**src/rtl/mul_seq.sv**
```systemverilog
// mul_seq: iterative shift-add unsigned multiplier owning the HI/LO pair, one add/shift step per clock.
module mul_seq #(
    parameter int WIDTH = 32
) (
    input  logic             clk,
    input  logic             rst,
    input  logic             start,
    input  logic [WIDTH-1:0] op_a,
    input  logic [WIDTH-1:0] op_b,
    input  logic             hilo_read,
    input  logic             mt_hi,
    input  logic             mt_lo,
    input  logic [WIDTH-1:0] wdata,
    output logic             busy,
    output logic             done,
    output logic             stall,
    output logic [WIDTH-1:0] hi,
    output logic [WIDTH-1:0] lo
);
    localparam int CW = $clog2(WIDTH) + 1;

    typedef enum logic [1:0] {IDLE, RUN, DONE} state_t;

    state_t           state_q, state_d;
    logic [WIDTH:0]   acc_q, acc_d, sum;
    logic [WIDTH-1:0] mplier_q, mplier_d, mcand_q, mcand_d;
    logic [WIDTH-1:0] hi_q, hi_d, lo_q, lo_d;
    logic [CW-1:0]    cnt_q, cnt_d;

    // acc[WIDTH] is always 0 after a shift, so the add only needs the low bits plus carry out.
    assign sum   = mplier_q[0] ? {1'b0, acc_q[WIDTH-1:0]} + {1'b0, mcand_q} : acc_q;
    assign busy  = state_q == RUN;
    assign done  = state_q == DONE;
    assign stall = busy & (start | hilo_read | mt_hi | mt_lo);
    assign hi    = hi_q;
    assign lo    = lo_q;

    always_comb begin
        state_d  = state_q;
        acc_d    = acc_q;
        mplier_d = mplier_q;
        mcand_d  = mcand_q;
        cnt_d    = cnt_q;
        hi_d     = hi_q;
        lo_d     = lo_q;
        if (state_q == RUN) begin
            acc_d    = {1'b0, sum[WIDTH:1]};
            mplier_d = {sum[0], mplier_q[WIDTH-1:1]};
            cnt_d    = cnt_q + 1'b1;
            if (cnt_q == CW'(WIDTH - 1)) begin
                hi_d    = sum[WIDTH:1];
                lo_d    = {sum[0], mplier_q[WIDTH-1:1]};
                state_d = DONE;
            end
        end else begin
            hi_d    = mt_hi ? wdata : hi_q;
            lo_d    = mt_lo ? wdata : lo_q;
            state_d = start ? RUN : IDLE;
            if (start) begin
                mcand_d  = op_a;
                mplier_d = op_b;
                acc_d    = '0;
                cnt_d    = '0;
            end
        end
    end

    always_ff @(posedge clk) begin
        if (rst) begin
            state_q  <= IDLE;
            acc_q    <= '0;
            mplier_q <= '0;
            mcand_q  <= '0;
            cnt_q    <= '0;
            hi_q     <= '0;
            lo_q     <= '0;
        end else begin
            state_q  <= state_d;
            acc_q    <= acc_d;
            mplier_q <= mplier_d;
            mcand_q  <= mcand_d;
            cnt_q    <= cnt_d;
            hi_q     <= hi_d;
            lo_q     <= lo_d;
        end
    end
endmodule

```
**config.mk**
```make
export PLATFORM = sky130hd
export DESIGN_NAME = mul_seq
export DESIGN_NICKNAME = d
export VERILOG_FILES = /design/src/rtl/mul_seq.sv
export SDC_FILE = /design/constraint.sdc
export NUM_CORES = 1
export LEC_CHECK = 0
export CAP_MARGIN = 20
export CORE_ASPECT_RATIO = 1.1
export CORE_MARGIN = 3
export CORE_UTILIZATION = 52
export DETAILED_ROUTE_END_ITERATION = 6
export GPL_ROUTABILITY_DRIVEN = 0
export PLACE_DENSITY = 0.85
export RECOVER_POWER = 50
export SLEW_MARGIN = 0
export SYNTH_ARGS = -nofsm -noshare
export SYNTH_HDL_FRONTEND = slang
export SYNTH_SLANG_ARGS = --single-unit
```
**constraint.sdc**
```tcl
create_clock -name clk -period 3.2 [get_ports clk]
set_input_delay 0.64 -clock clk [delete_from_list [all_inputs] [get_ports clk]]
set_output_delay 0.64 -clock clk [all_outputs]
set_load 0.01 [all_outputs]
```
After elaboration in Yosys (flattened, before gate mapping)
Index checks and enable logic that the tools add are counted.
Widths: inputs -> output; s select.
{ "totals": {"ff_bits": 168, "latch_bits": 0, "ram_bits": 0, "rom_bits": 0, "output_inout_bits": 67, "mem_count": 0} }
{ "classes": {"n_addsub": 2, "n_mul": 0, "n_div": 0, "magnitude_cmp": 0, "n_eq_ne": 4, "shift": 0, "mux": 16, "bitwise": 5, "n_reduce_logical": 6} }
{ "ops": {"columns": ["cell", "count"], "rows": [
  ["$mux 32", 10],
  ["$add 32x32->33", 1],
  ["$mux 33", 1],
  ["$mux 6", 2],
  ["$add 6x1->6 const B", 1],
  ["$eq 6x5->1 const B", 1],
  ["$reduce_and 2->1", 3],
  ["$reduce_bool 2->1", 3],
  ["$mux 2", 2],
  ["$or 1x1->1", 3],
  ["$eq 2x1->1 const B", 1],
  ["$eq 2x2->1 const B", 1],
  ["$ne 2x1->1 const B", 1],
  ["$and 1x1->1", 1],
  ["$mux 1", 1],
  ["$not 1->1", 1]
]} }

Depth between registers and ports, before layout
Gate-level depths: netlist of run 1.
{ "depth": {"ltp_word": 4, "ltp_mapped": 11, "depth_no_buf": 10} }

Worst setup path after synthesis of run 1
Ideal clock, no wire load.
{ "synth_timing": {"path_kind": "flip-flop to flip-flop", "start": "register acc_q[0]", "end": "register hi_q[9] (netlist: hi[9])", "setup_time_ns": 0.070, "arrival_ns": 2.584, "required_ns": 3.130, "setup_slack_ns": 0.546, "stages_incl_launch_ff": 11, "cell_sequence": "dfxtp_1 > ha_1 > fa_1 > a211oi_1 > o21ai_0 > a221o_1 > a21oi_1 > xnor2_1 > a21boi_0 > or3_1 > a21oi_1"} }
{ "synth_via": {"elab_chain_len": 4} }
{ "synth_lines": {"columns": ["item", "line", "rtl"], "rows": [
  ["start: declaration", "25", "logic [WIDTH:0] acc_q, acc_d, sum;"],
  ["start signal: assignment", "71", "acc_q <= '0;"],
  ["start signal: assignment", "79", "acc_q <= acc_d;"],
  ["$add 32x32->33", "31", "assign sum = mplier_q[0] ? {1'b0, acc_q[WIDTH-1:0]} + {1'b0, mcand_q} : acc_q;"],
  ["$mux 33", "31", null],
  ["$mux 32", "50", "if (cnt_q == CW'(WIDTH - 1)) begin"],
  ["$mux 32", "46", "if (state_q == RUN) begin"],
  ["end signal: assignment", "83", "hi_q <= hi_d;"],
  ["end: declaration", "27", "logic [WIDTH-1:0] hi_q, hi_d, lo_q, lo_d;"]
]} }
Every way passes these cells. The select of a mux whose other input is x is not followed.
A chain may end at the register's enable or synchronous reset.

Worst setup path after layout of run 1
{ "layout_timing": {"start": "register acc_q[0]", "end": "register hi_q[29] (netlist: hi[29])"} }
Same word-level chain as after synthesis.

==> results of run 1 <==
==> how the worst max path moves through the flow <==
| stage | from | endpoint | depth (start not counted) |
|---|---|---|---|
| 2_1_floorplan | acc_q[0]$_SDFFE_PP0P_ | hi[9]$_SDFFE_PP0P_ | 10 |
| 3_3_place_gp | acc_q[0]$_SDFFE_PP0P_ | hi[29]$_SDFFE_PP0P_ | 10 |
| 3_5_place_dp | acc_q[0]$_SDFFE_PP0P_ | hi[29]$_SDFFE_PP0P_ | 10 |
| 4_1_cts | acc_q[0]$_SDFFE_PP0P_ | hi[29]$_SDFFE_PP0P_ | 10 |
| 5_1_grt | acc_q[0]$_SDFFE_PP0P_ | acc_q[19]$_SDFFE_PP0P_ | 10 |
| 6_report | acc_q[0]$_SDFFE_PP0P_ | hi[29]$_SDFFE_PP0P_ | 10 |
==> stage by stage <==
step / utilization, % / hold slack [ps]
final: 68.9 / 457
after global routing: 68.9 / 478
after CTS: 69.1 / 463
after detailed placement: 65.4 / 454
after global placement: 65.4 / 447
after floorplan: - / 440
==> per-layer routing <==
layer | wire length, um | up-vias
met1 | 11000 | 4066
met5 | 0 | -
li1 | - | 4166
met2 | 11800 | 450
met3 | 2300 | 61
met4 | 613 | 0
==> kinds of logic after synthesis <==
kind of cell	Yosys count	share of synthesized area (%)
buf+inv	86	3.84
simple gates	420	20.5
mux	42	5.33
xor+xnor	15	1.52
fa+ha+maj	34	5.00
flops	168	38.8
compound gates	319	25.0
==> area by class of cell <==
cell class | instances | area, um2
flip-flops and latches | 168 | 3360
inverters | 10 | 37.5
clock buffers | 18 | 439
repair buffers | 188 | 1810
well taps | 200 | 250
fillers | 1276 | 4990
clock inverters | 13 | 169
multi-input cells | 830 | 4970
==> layout by cell type, fill, tap and decap left out, types with 5 or more instances in the layout <==
cell,instances
sky130_fd_sc_hd__nand2_1,222
sky130_fd_sc_hd__dfxtp_1,168
sky130_fd_sc_hd__a21oi_1,128
sky130_fd_sc_hd__clkdlybuf4s50_1,124
sky130_fd_sc_hd__nor2_1,109
sky130_fd_sc_hd__a311oi_1,45
sky130_fd_sc_hd__dlygate4sd3_1,42
sky130_fd_sc_hd__mux2_2,33
sky130_fd_sc_hd__ha_1,33
sky130_fd_sc_hd__o21ai_0,28
sky130_fd_sc_hd__nor3_1,22
sky130_fd_sc_hd__clkbuf_16,17
sky130_fd_sc_hd__a211oi_1,16
sky130_fd_sc_hd__a21o_1,14
sky130_fd_sc_hd__nand3_1,13
sky130_fd_sc_hd__buf_4,13
sky130_fd_sc_hd__a22oi_1,12
sky130_fd_sc_hd__or3_1,11
sky130_fd_sc_hd__xnor2_1,11
sky130_fd_sc_hd__inv_1,10
sky130_fd_sc_hd__and3_1,10
sky130_fd_sc_hd__o21a_1,10
sky130_fd_sc_hd__mux2i_1,9
sky130_fd_sc_hd__nor2b_1,7
sky130_fd_sc_hd__nand3b_1,7
sky130_fd_sc_hd__o22ai_1,7
sky130_fd_sc_hd__clkinvlp_4,6
sky130_fd_sc_hd__clkbuf_1,5
==> worst min-delay path: cells and delay by family (launching register included) <==
kind	cells	cell delay, ps
compound gates	1	50
simple gates	1	50
flops	1	310
==> power groups by stage <==
stage	registers (mW)	clock network, mW	logic, mW
2_1_floorplan	2.35	0	0.444
3_3_place_gp	2.33	0	0.863
3_5_place_dp	2.33	0	0.875
4_1_cts	2.29	2.15	0.879
5_1_grt	2.30	2.23	0.937
6_report	2.29	2.14	0.863
==> flip-flops by register name, summed over array words and instances (netlist names) <==
signal	flops
acc_q	32
cnt_q	6
hi	32
lo	32
mcand_q	32
mplier_q	32
state_q	2
==> cells in the mapped netlist, types with 4 or more instances <==
library cell,count,area [um2]
sky130_fd_sc_hd__xnor2_1,11,96.3
sky130_fd_sc_hd__ha_1,33,413
sky130_fd_sc_hd__clkbuf_1,70,263
sky130_fd_sc_hd__a311oi_1,45,394
sky130_fd_sc_hd__o21bai_1,4,30.0
sky130_fd_sc_hd__nand3_1,13,65.1
sky130_fd_sc_hd__o21ai_0,28,140
sky130_fd_sc_hd__or3_1,11,68.8
sky130_fd_sc_hd__xor2_1,4,35.0
sky130_fd_sc_hd__nor3_1,22,110
sky130_fd_sc_hd__a31oi_1,4,25.0
sky130_fd_sc_hd__a21o_1,15,113
sky130_fd_sc_hd__a22oi_1,12,90.1
sky130_fd_sc_hd__nor2b_1,7,43.8
sky130_fd_sc_hd__a21oi_1,128,641
sky130_fd_sc_hd__mux2i_1,9,90.1
sky130_fd_sc_hd__inv_1,9,33.8
sky130_fd_sc_hd__nand2_1,222,833
sky130_fd_sc_hd__a211oi_1,16,120
sky130_fd_sc_hd__o21a_1,10,75.1
sky130_fd_sc_hd__a222oi_1,4,40.0
sky130_fd_sc_hd__o211ai_1,4,30.0
sky130_fd_sc_hd__and2_1,4,25.0
sky130_fd_sc_hd__nor2_1,109,409
sky130_fd_sc_hd__mux2_2,33,372
sky130_fd_sc_hd__nand3b_1,7,52.6
sky130_fd_sc_hd__nand4_1,4,25.0
sky130_fd_sc_hd__and3_1,10,62.6
sky130_fd_sc_hd__nor4_1,4,25.0
sky130_fd_sc_hd__dfxtp_1,168,3360
sky130_fd_sc_hd__o22ai_1,7,43.8
==> metrics list, run 1 <==
* Status: finished, violations left
* Failing checks: capacitance limit, slew limit
* Chip height: ~140 um
* Antenna violations before repair: 0
* Area of the core: ~0.016 mm2
- Cell with the largest stage delay on the worst path: sky130_fd_sc_hd__fa_1
* Sw power: 1.42 mW
- Buffers added on ports: ~170
- The design draws between 5 and 6 mW.
- Area Overhead vs Synth: 27.5%
* DRT antenna net count: 0
- VDD IR-drop max: between 0.0003 and 0.0004 V
* Router iterations before antenna repair: 7
- Final sum of negative setup slack: 0 ps
- STA classifies the critical path endpoint as a flop.
- Net count of the mapped netlist: around 1,200
- For the pin with the worst max-slew slack, the measured transition is 1610 ps.
* Portion of total power attributed to the clock network: 40.5%
- Class of the most critical setup path: reg -> reg
* Sequence of cells on the critical path: ha_1 > fa_1 > a211oi_1 > o21ai_0 > a211o_1 > nand3_2 > a21boi_4 > a31oi_4 > xnor2_1 > a2111oi_2
- Clock buffer depth: 2
- The global routing stage identified its most utilized layer as met2.
- Pin count of the biggest net entering global routing: 81
- Sequential fraction of the synthesis area: between 30% and 40%
- The worst hold path passes through 2 cells.
* Global-route met2 utilization: 43.8%
- Measured along the x axis, the die boundary spans about 130 um.
* Synth cell types: 69
- The worst register-to-register path has a depth of 10.
* Wire length of the first global-routing pass: 40.3 mm
* Max Cap Violations: 1
- The root buffer cell chosen for the clock tree is sky130_fd_sc_hd__clkbuf_16.
* Kind of start point of the critical path: flop
* Synthesis Warnings: 0
- The endpoint identified for the worst register-to-register timing path is hi[29]$_SDFFE_PP0P_.
- Synthesis handed over a netlist of around 1,100 instances.
- Min-Delay Startpoint: hi[11]$_SDFFE_PP0P_
- Min setup slack post-route: between 150 and 200 ps
* Number of max-slew violations in the final report: ~80
- For this run, design rule violations remaining after detail routing come to 0.
- Post-CTS setup buffer count: 0
* Pwr/cell area: roughly 480 mW/mm2
- Number of enable-type register cells in the synthesized netlist: 0
- Setup slack after placement: ~290 ps
- Met3 track demand over resource in global routing: 5.87%
- Internal power comes to around 3.9 mW.
* HPWL Detailed: 18.4 mm
* Share of final-layout standard cells stronger than drive strength 1: under 10%
- Leaving out filler cells and counting taps, the final layout contains roughly 1,400.
- Placed cell areas: about 0.010 mm2
- Cell area after technology mapping: 0.00867 mm2
* Share of the clock period used by the worst path: a little over nine tenths
- After the last flow step, the layout net total stands at roughly 1,400.
- The number of global-route vias before repair is slightly above 8,000.
* Relative contribution of combinational cells to total power: about 16%
- Data on the critical path is required at its endpoint by 3520 ps.
- The startpoint identified for the worst register-to-register timing path is acc_q[0]$_SDFFE_PP0P_.
- Along the worst path, the maximum fanout reaches 6.
* FF-to-FF setup slack: 180 ps
- Initial cell density of the core: a little over half
- In the synthesized netlist the async set-or-reset flop fraction comes to 0%.
- Global routing used a little over a quarter of the available tracks.
- Total clock sinks: 168
- IO Pins: between 150 and 200
* Placed cell count: 1,396
- Delay contributed by the slowest stage of the critical path: 430 ps
- The hold violation total from the final report came to 0.
- CTS built an H-tree with a depth of 4.
- In the global route stage, met1 resource usage came out at a little over a third.
* Part of the power in registers: 43.2%
* Number of setup violations in the final report: 0
* DIE AREA: 0.0183 mm2
- Signal arrival time at the worst endpoint: between 3000 and 4000 ps
- Mean area per synthesized cell: 8.00 um2
- Min Tclk post-route: about 3000 ps
* GR Overflow Total: 0
* Routed length per instance: roughly 18 um
- For this run, the top clock speed supported by timing is between 300 and 400 MHz.
- Of the total power, the share spent switching nets is a little over a quarter.
- The detailed router placed 8,743 vias in this run.
- Summed over all cells, the static leakage comes to ~4.4 nW.
* Count of buffer and inverter cells on the critical path: 0
- The repair_antennas step left the layout with diodes totalling 0.
* Vias/cell: slightly above 6
- Final design area excluding fillers: approximately 0.011 mm2
- The path class of the tightest hold or removal check is reg -> reg.
- Post-CTS repair changed the size of 0 cells.
* CP delay by family, top: compound AO/OA/AOI/OAI gates
- Cts bufs inserted: 17
* #FFs+latches synth: 168
- Unrepaired setup endpoints after global routing: false
- Rel. slew slack: -7.15%
- In this run the core area contains 48 standard-cell rows.
- For hold timing, the worst endpoint is hi[11]$_SDFFE_PP0P_.
- After clock tree synthesis, the clock-pin slew on the worst setup and hold paths is ~60 ps.
* WL final: 25.7 mm
* Clk_lat worst skew: approximately 430 ps
- The number of hold buffers added after CTS was 0.
- In this run, the number of DRC markers left after iteration 0 of detailed routing was 944.
* Setup skew after layout: between 7 and 8 ps
- TritonCTS built the clock tree.
- The most used flip-flop cell after synthesis is sky130_fd_sc_hd__dfxtp_1.
(Power assumes the default switching activity.)
==> run 2: changes to the inputs <==
--- a/config.mk
+++ b/config.mk
@@ -6,7 +6,6 @@
 export NUM_CORES = 1
 export LEC_CHECK = 0
 export CAP_MARGIN = 20
-export CORE_ASPECT_RATIO = 1.1
 export CORE_MARGIN = 3
 export CORE_UTILIZATION = 52
 export DETAILED_ROUTE_END_ITERATION = 6
==> run 2 against run 1 <==
The flow now finishes without violations. Register-to-register slack gained 40 ps. Highest routed layer unchanged. Die area is essentially flat. Non-clock buffer count grew 2. Setup slack gained 42 ps. Utilization shrank 0.25 points. First-iteration DRC count shrank 21%. Largest power group unchanged. Global-route usage grew 0.38 points. Flip-flop and latch count is the same.
==> metrics list, run 2 (synthesized netlist as in run 1, its figures left out) <==
- Setup repair after global routing left no endpoint under its margin.
- The number of H-tree levels came to 4 (unchanged).
* Initial cell density of the core: 53.8% (-0.27 points)
* DRC marker count from the first detailed-route iteration: 750 (-21%)
- Rel. slew slack: 19.2% (+26 points)
- DRC: 0 (unchanged)
- Kind of start point of the critical path: flop
- The number of global-route vias before repair came to 8,051 (-0.37%).
- Max Cap Violations: 0 (-1)
* Class of the most critical setup path: reg -> reg
- HPWL Detailed: 18.5 mm (+0.33%)
* Pin count of the biggest net entering global routing: 96 (+19%)
* Clk_lat worst skew: 440 ps (about the same)
- The number of buffers inserted by port buffering is 168 (unchanged).
* P_leak: 4.44 nW (+1.2%)
* Min Tclk post-route: 2980 ps (-41.5 ps)
* Pwr/cell area: 466 mW/mm2 (-2.8%)
- The vertical die dimension is 135 um (-4.5%).
- The total number of nets in the final design came to 1,353 (+0.15%).
* Via count: 8,628 (-1.3%)
- Most common cell after layout, fill and taps aside: sky130_fd_sc_hd__nand2_1
* Router iterations before antenna repair: 5 (-2)
- Clock-pin slew reported for the worst setup and hold paths after clock tree synthesis: 70 ps (about the same)
* Wire length of the first global-routing pass: 41.0 mm (+1.5%)
- The endpoint required time on the critical path was 3570 ps (+50 ps).
- The worst reg-to-reg path cell count was 9 (-1).
- The total overflow reported by the global router was 0 (unchanged).
* Highest clock rate: 335 MHz (+1.4%)
- The proportion of layout cells with a drive suffix above 1 is 7.89% (+0.31 points).
* Signal arrival time at the worst endpoint: 3350 ps (about the same)
- Status: completed
- DRT antenna net count: 0 (unchanged)
- The register-to-register path setup slack is 220 ps (+40 ps).
- The antenna diode count came to 0 (unchanged).
- FF-to-FF Start: state_q[1]$_SDFFE_PP0P_
- Routed length per instance: 17.8 um (-1.3%)
- Hold Crit Class: reg -> reg
* Cell chosen for the clock root: sky130_fd_sc_hd__clkbuf_16
* Antenna violations before repair: 0 (unchanged)
- Min-Delay Startpoint: hi[11]$_SDFFE_PP0P_
- The worst setup slack after layout was 218 ps (+41.5 ps).
* WHS Path Cells: 2 (unchanged)
- The die boundary width was 135 um (+4.7%).
- The post-detailed-routing wire length came to 25.7 mm (about the same).
- Cts bufs inserted: 17 (unchanged)
* Setup slack after placement: 253 ps (-39.9 ps)
* Final sum of negative setup slack: 0 ps (unchanged)
- The number of top-level design ports came to 169 (unchanged).
- The site row count was 46 (-4.2%).
- The clock tree buffer depth was 2 (unchanged).
* VDD IR-drop max: 0.000406 V (+10%)
- The average vias per placed instance is 5.97 (-2.6%).
- STA classifies the critical path endpoint as a flop.
* Commonest cells after routing, fill and taps aside: sky130_fd_sc_hd__nand2_1, sky130_fd_sc_hd__dfxtp_1, sky130_fd_sc_hd__a21oi_1
* Reg2reg end: hi[28]$_SDFFE_PP0P_
- For hold timing, the worst endpoint is hi[11]$_SDFFE_PP0P_.
- Number of hold-slack violations in the final timing report: 0 (unchanged)
- Slew at the pin with the worst max-slew slack: 1210 ps (-396 ps)
- Area Overhead vs Synth: 27.6%
- The worst-path maximum fanout was 20 (+14).
- The combined global-route utilization of all metal layers came to 27.6% (+0.38 points).
- Share of the clock period used by the worst path: 93.2% (-1.3 points)
- The count of clock tree sinks is 168 (unchanged).
* Area of the core: 0.0161 mm2 (+0.50%)
- The setup clock skew after layout is 12.3 ps (+5.23 ps).
* Number of setup violations in the final report: 0 (unchanged)
- DIE AREA: 0.0183 mm2 (about the same)
- TritonCTS built the clock tree.
- Number of max-slew violations in the final report: 0 (-100%)
[run 2: cell count changes in the layout (fill, tap and decap cells not counted), sizes merged]
cell,previous run,this run
buf,15,17
bufinv,3,1
clkbuf,25,24
clkdlybuf4s50,124,107
clkinv,1,6
clkinvlp,6,2
dlygate4sd3,42,59
inv,13,16
[run 2: report_power, final]
part | switching [mW] | leakage [nW] | internal, mW
combinational | 0.464 | 2.78 | 0.397
sequential | 0.0715 | 1.38 | 2.21
clock | 0.913 | 0.277 | 1.09
total | 1.45 | 4.44 | 3.70
[run 2: timing repair]
| item | 4_1_cts | 5_1_grt |
|---|---|---|
| resized for setup | 0 | 2 |
| endpoints found under the setup margin | 0 | 4 |
| hold endpoints to repair | 0 | 0 |
| buffers inserted | 0 | 0 |
| hold buffers | 0 | 0 |
[run 2: final cells by class]
class                   count  area (um2)
fillers                  1331        5050
multi-input cells         830        4980
flip-flops and latches    168        3360
repair buffers            190        1840
clock buffers              17         425
well taps                 216         270
clock inverters            15         145
inverters                  10        37.5
[run 2: critical path, stage by stage (launching register included)]
cell	delay, ps
sky130_fd_sc_hd__dfxtp_1	320
sky130_fd_sc_hd__nand2b_1	380
sky130_fd_sc_hd__nor2_1	110
sky130_fd_sc_hd__and3b_1	320
sky130_fd_sc_hd__a21oi_1	180
sky130_fd_sc_hd__clkbuf_1	870
sky130_fd_sc_hd__nor2_1	310
sky130_fd_sc_hd__o21ai_0	160
sky130_fd_sc_hd__o2111ai_1	130
sky130_fd_sc_hd__a21oi_1	130
[run 2: routing by layer]
metal / track usage [%] / vias to the layer above / routed length (um)
li1: - / 4177 / -
met1: 38.2 / 3990 / 11200
met2: 44.5 / 421 / 11800
met3: 5.37 / 40 / 2300
met4: 7.05 / 0 / 384
met5: 0 / - / 0
[run 2: worst max path at each step]
stage	startpoint	to	depth (start not counted)
5_1_grt	state_q[1]$_SDFFE_PP0P_	hi[28]$_SDFFE_PP0P_	9
3_5_place_dp	acc_q[0]$_SDFFE_PP0P_	acc_q[19]$_SDFFE_PP0P_	10
3_3_place_gp	acc_q[0]$_SDFFE_PP0P_	hi[29]$_SDFFE_PP0P_	10
2_1_floorplan	acc_q[0]$_SDFFE_PP0P_	hi[9]$_SDFFE_PP0P_	10
4_1_cts	acc_q[0]$_SDFFE_PP0P_	acc_q[19]$_SDFFE_PP0P_	10
6_report	state_q[1]$_SDFFE_PP0P_	hi[28]$_SDFFE_PP0P_	9
[run 2: metrics by stage]
stage	std cells	power, mW	instance area (um2)	utilization, %	hold slack [ps]
2_1_floorplan	1084	2.79	8670	-	440
3_3_place_gp	1414	3.20	10500	65.2	447
3_5_place_dp	1414	3.21	10500	65.2	446
4_1_cts	1446	5.19	11100	68.8	455
5_1_grt	1446	5.33	11100	68.6	469
6_report	1446	5.15	11100	68.6	454
